File: src/rtl/prog_loader.sv
// Host-link program loader: parses SYNC/LEN/DATA/CHK frames into 24-bit words
// and writes them at ascending addresses while holding the CPU.
module prog_loader #(
    parameter int            RAM_WORD_WIDTH = 24,
    parameter int            RAM_ADDR_BITS  = 8,
    parameter logic [7:0]    SYNC_BYTE      = 8'hA5
) (
    input  logic                      clk,
    input  logic                      rst,
    input  logic [7:0]                in_data,
    input  logic                      in_valid,
    output logic                      in_ready,
    output logic                      wr_en,
    output logic [RAM_ADDR_BITS-1:0]  wr_addr,
    output logic [RAM_WORD_WIDTH-1:0] wr_data,
    output logic                      cpu_hold,
    output logic                      busy,
    output logic                      done,
    output logic                      err
);

    typedef enum logic [1:0] {IDLE, LEN, DATA, CHK} state_t;

    state_t                     state;
    logic [7:0]                 words_left;
    logic [RAM_ADDR_BITS-1:0]   addr;
    logic [1:0]                 byte_idx;
    logic [7:0]                 chk;
    logic [15:0]                word_buf;
    logic                       xfer;

    assign xfer = in_valid & in_ready;

    always_ff @(posedge clk or posedge rst) begin
        if (rst) begin
            state      <= IDLE;
            in_ready   <= 1'b0;
            wr_en      <= 1'b0;
            wr_addr    <= '0;
            wr_data    <= '0;
            cpu_hold   <= 1'b0;
            busy       <= 1'b0;
            done       <= 1'b0;
            err        <= 1'b0;
            words_left <= '0;
            addr       <= '0;
            byte_idx   <= '0;
            chk        <= '0;
            word_buf   <= '0;
        end else begin
            in_ready <= 1'b1;
            wr_en    <= 1'b0;
            done     <= 1'b0;
            err      <= 1'b0;
            if (xfer) begin
                unique case (state)
                    IDLE: if (in_data == SYNC_BYTE) begin
                        state    <= LEN;
                        cpu_hold <= 1'b1;
                        busy     <= 1'b1;
                    end
                    LEN: begin
                        words_left <= in_data;
                        addr       <= '0;
                        byte_idx   <= '0;
                        chk        <= '0;
                        state      <= DATA;
                    end
                    DATA: begin
                        chk <= chk + in_data;
                        if (byte_idx == 2'd2) begin
                            wr_en    <= 1'b1;
                            wr_addr  <= addr;
                            wr_data  <= {word_buf, in_data};
                            addr     <= addr + 1'b1;
                            byte_idx <= '0;
                            // words_left counts remaining words minus one
                            if (words_left == 8'd0) state <= CHK;
                            else words_left <= words_left - 8'd1;
                        end else begin
                            word_buf <= {word_buf[7:0], in_data};
                            byte_idx <= byte_idx + 2'd1;
                        end
                    end
                    CHK: begin
                        done     <= (in_data == chk);
                        err      <= (in_data != chk);
                        cpu_hold <= 1'b0;
                        busy     <= 1'b0;
                        state    <= IDLE;
                    end
                    default: state <= IDLE;
                endcase
            end
        end
    end

endmodule

File: config.mk
export PLATFORM = sky130hd
export DESIGN_NAME = prog_loader
export DESIGN_NICKNAME = d
export VERILOG_FILES = /design/src/rtl/prog_loader.sv
export SDC_FILE = /design/constraint.sdc
export NUM_CORES = 1
export LEC_CHECK = 0
export ABC_CLOCK_PERIOD_IN_PS = 3350
export CAP_MARGIN = 20
export CELL_PAD_IN_SITES_DETAIL_PLACEMENT = 0
export CELL_PAD_IN_SITES_GLOBAL_PLACEMENT = 2
export CORE_UTILIZATION = 37
export CTS_BUF_LIST = sky130_fd_sc_hd__clkbuf_16
export DETAILED_ROUTE_END_ITERATION = 12
export PLACE_DENSITY_LB_ADDON = 0.1
export SYNTH_ARGS = -nofsm -noshare
export SYNTH_HDL_FRONTEND = slang
export SYNTH_SLANG_ARGS = --single-unit
File: constraint.sdc
create_clock -name clk -period 3.35 [get_ports clk]
set_input_delay 1.005 -clock clk [delete_from_list [all_inputs] [get_ports clk]]
set_output_delay 1.005 -clock clk [all_outputs]
set_load 0.005 [all_outputs]
Word level (Yosys, flattened, before mapping)
Cells that the tools add are included.
{ "classes": {"add_sub_neg": 4, "eq_ne": 11, "n_mux": 21, "bitwise_logic": 2, "reduce_logical": 11} }
{ "op_table": {"columns": ["operator", "count"], "rows": [
  ["one-hot mux 8 bit (2 select lines)", 3],
  ["2-to-1 mux 8 bit", 3],
  ["AND reduction 3 bit", 4],
  ["adder 8 x 1 -> 8 bit, second input constant", 1],
  ["adder 8 bit", 1],
  ["== test 8 bit", 1],
  ["== test 8 bit, second input constant", 1],
  ["zero test 8 bit", 1],
  ["2-to-1 mux 1 bit", 8],
  ["2-to-1 mux 2 bit", 4],
  ["!= test 2 bit, second input constant", 4],
  ["!= test 8 bit", 1],
  ["one-hot mux 2 bit (4 select lines)", 1],
  ["AND reduction 4 bit", 2],
  ["subtractor 8 x 1 -> 8 bit, second input constant", 1],
  ["== test 2 bit, second input constant", 3],
  ["one-hot mux 2 bit (2 select lines)", 1],
  ["nonzero test 2 bit", 2],
  ["adder 2 x 1 -> 2 bit, second input constant", 1],
  ["== test 2 x 1 -> 1 bit, second input constant", 1],
  ["zero test 2 bit", 1],
  ["one-hot mux 1 bit (2 select lines)", 1],
  ["AND reduction 2 bit", 1],
  ["bitwise AND 1 bit", 1],
  ["NOT 1 bit", 1]
]} }
{ "totals": {"register_bits": 81, "input_bits": 11, "out_inout_bits": 38} }

Logic depth before layout (Yosys ltp)
{ "depth": {"word_depth": 4, "ltp_mapped": 9, "ltp_nobuf": 7} }

Worst setup path before layout
Ideal clock, no wire load.
{ "synth_timing": {"path_kind": "in2reg", "startpoint": "in in_data[2]", "endpoint": "reg chk[7]", "setup_ps": 101, "t_arrival_ps": 2308, "required_time_ps": 3249, "slack_ps": 941, "cell_stages": 6, "path_cell_list": "ha_1 > a21oi_2 > a211oi_1 > or3_1 > and2_1 > o311ai_2"} }
{ "synth_between": {"elab_chain_len": 2} }
{ "synth_rtl": {"columns": ["element", "line_no", "source"], "rows": [
  ["start: declaration", "10", "input logic [7:0] in_data,"],
  ["adder 8 bit", "70", "chk <= chk + in_data;"],
  ["one-hot mux 8 bit (2 select lines)", "56", "unique case (state)"],
  ["end signal: assignment", "70", null],
  ["end: declaration", "28", "logic [7:0] chk;"]
]} }
Every way passes these cells.
A chain may end at the register's enable or synchronous reset.

Worst setup path after layout
{ "layout_timing": {"startpoint": "in in_data[0]", "endpoint": "reg chk[6]"} }
The elaborated chain is that of the path after synthesis.

==> run summary <==
Buffer count from post-CTS setup fixing: 0
Buffers on Ports: 48
RSZ-0062 raised after global routing: no
Share of cells above drive strength 1: 0.210
Seq/Total Area, Yosys: 0.531
DP HPWL: 5780 um
Most frequent cells in the layout: 81 x dfrtp_1, 48 x clkdlybuf4s50_1, 36 x mux2_2, 28 x nand2_1, 19 x nor2_1
Synth cell types: 52
Vias: 2570
GR Overflow Total: 0
Setup crit start kind: input port
Nets: 407
Cell Chain, Critical Path: clkdlybuf4s50_1, ha_1, fa_1, a21o_2, a21oi_1, o21bai_1, mux2i_1, nand2_1
Gpl congestion: 0.733
Clk Latency, worst-skew pair: 330 ps
CP max stage cell: clkdlybuf4s50_1
Largest net degree at the start of global routing: 82
Final Hold Fails: 0
Hold buffer count at CTS: 0
Req. time, crit path: 3570 ps
Hold Path Class: flip-flop to flip-flop
Total wire length: 8390 um
Post-Synthesis Cells: 319
Area growth, synth to finish: 26.9%
Area leader, netlist: dfrtp_1
Starting Density: 0.385
Initial antenna violation count: 0
P per Cell Area: 675 mW/mm^2
Reg-to-reg startpoint: state[0]
Mapped Area: 0.00382 mm^2
Slew HR: 0.621
Synth Warn #: 0
Post-DRT Antenna Nets: 0
Core area: 0.00991 mm^2
Layout Cells excl Fill: 519
TritonCTS clock tree: yes
Fin crit share: 0.832
Clock Pin Slew Worst Setup and Hold Paths: 60 ps
First-pass GRT wire length: 14100 um
Met1 Use GR: 0.237
Vias in the first global route: 2625
Dominant synthesized flop cell: dfrtp_1
DP Cell Count: 503
Largest stage delay on the critical path: 510 ps
Async SR Flop Fraction: 1.00
Final clock skew: 4.52 ps
PostCTS Resize Cnt: 0
Total track usage: 0.171
First-pass iteration count of the detailed router: 4
Seq pwr share: 0.412
Most common cell after layout, fill and taps aside: dfrtp_1
Net count after synthesis: 345
Switch Pwr: 1050 uW
Global route hottest layer: met2
Power share of the combinational group: 0.258
Status: finished clean
Peak supply drop: 0.334 mV
Critical path class: input port to flip-flop
Post-synth EDFFs: 0
Die W: 104 um
Area share of the largest cell type after synthesis: 0.531
CP startpoint: in_data[0]
CTS Buffer Depth: 2
Die footprint: 0.0107 mm^2
Slew Viols, Final: 0
Clk root buf: clkbuf_16
Crit path capture: chk[6]
Maxcap violations: 0
CTS buffer count: 9
Final setup vio count: 0
Switching Fraction: 0.321
Vias per std cell: 4.95
Worst path arrival time: 3000 ps
CTS sink cnt: 81
1st-iter DRT viols: 92
Fin crit period: 2790 ps
CP Capture Type: flip-flop
Yosys reg bits: 81
Io pins: 49
Top cells by area, synth: dfrtp_1 53%, mux2_2 11%, ha_1 4.6%
GR Layer Usage met2: 0.270
R2R setup slack: 1130 ps
Setup_tns: 0 ps
Grt met3 use: 0.0283
Fmax: 359 MHz
Reg2reg end: wr_data[22]
Crit-path max FO: 5
Row count: 36
Post-route cell area: 0.00484 mm^2
Reg2Reg Depth: 6
Synth Area per Inst: 12.0 um^2
DRC viols: 0
Clock Power Share: 0.330
Placed cell area: 0.00452 mm^2
Die Y: 104 um
WL/cell: 16.2 um
P_int: 2220 uW
H-tree Lvls: 3
Slew @ Worst Pin: 567 ps
Diodes inserted: 0
Worst hold slack: 484 ps
Pleak: 0.00221 uW
[how the worst min path moves through the flow]
| stage | from | slack, ps | cells past startpoint | end |
|---|---|---|---|---|
| final | word_buf[15] | 480 | 1 | word_buf[15] |
| after global routing | word_buf[15] | 510 | 1 | word_buf[15] |
| after CTS | word_buf[15] | 490 | 1 | word_buf[15] |
| after detailed placement | word_buf[15] | 470 | 1 | word_buf[15] |
| after global placement | chk[2] | 470 | 2 | chk[2] |
| after floorplan | word_buf[15] | 450 | 1 | word_buf[15] |
[worst max-delay path, delay by kind of cell]
| family | cells | cell delay (ps) |
|---|---|---|
| buffers and inverters | 1 | 510 |
| AO/OA/AOI/OAI | 3 | 550 |
| adder cells (fa/ha/maj) | 2 | 710 |
| multiplexers | 1 | 160 |
| AND/OR/NAND/NOR | 1 | 70 |
[cells by family (layout without fill, tap and decap cells)]
logic type	count (synthesis)	after routing	share of synthesized area
other	1	1	0.000982
XOR/XNOR	11	11	0.0252
flip-flops	81	81	0.531
AO/OA/AOI/OAI	53	53	0.0868
AND/OR/NAND/NOR	87	87	0.128
multiplexers	51	51	0.150
adder cells (fa/ha/maj)	15	15	0.0511
buffers and inverters	20	87	0.0275
[cells in the mapped netlist (3+ instances only)]
cell type	instances
nor3b_1	3
o21ai_1	7
nor3_2	3
nor2_1	19
buf_4	6
xnor2_1	6
xor2_1	5
inv_1	10
o22a_1	3
and3_1	3
mux2_2	36
ha_1	14
a21oi_1	16
nand2_1	28
nand2b_1	3
mux2_1	13
nand4_1	3
dfrtp_1	81
nand3_1	7
o21ai_0	13
[power by group through the flow]
stage               clock network (uW)  logic, uW  registers [uW]
global placement                     0        844            1360
finish                            1080        845            1350
floorplan                            0        621            1310
CTS                               1110        856            1350
detailed placement                   0        849            1360
global route                      1150        948            1380
[per-stage QoR]
step | power, uW | utilization | worst slack, ps
after floorplan | 1930 | - | 265
after global placement | 2200 | 0.456 | 257
after detailed placement | 2210 | 0.456 | 201
after CTS | 3310 | 0.489 | 540
after global routing | 3480 | 0.489 | 446
final | 3270 | 0.489 | 562
[state kept, by name, indices dropped and copies added, names as in the netlist]
name	cells
in_ready	1
done	1
wr_en	1
busy	1
words_left	8
state	2
chk	8
err	1
byte_idx	2
wr_data	24
wr_addr	8
addr	8
word_buf	16
[final cells by class]
type | count | area, um^2
fill | 896 | 5060
tap | 133 | 166
clock buffer | 9 | 225
sequential | 81 | 2030
inverter | 11 | 42.5
multi-input combinational | 218 | 1690
timing repair buffer | 60 | 596
clock inverter | 7 | 101
[metal layers]
layer | up-vias | part of all wire
li1 | 1247 | -
met1 | 1282 | 0.50
met2 | 31 | 0.46
met3 | 10 | 0.019
met4 | 0 | 0.014
met5 | - | 0
Power figures use the tool's default switching activity.
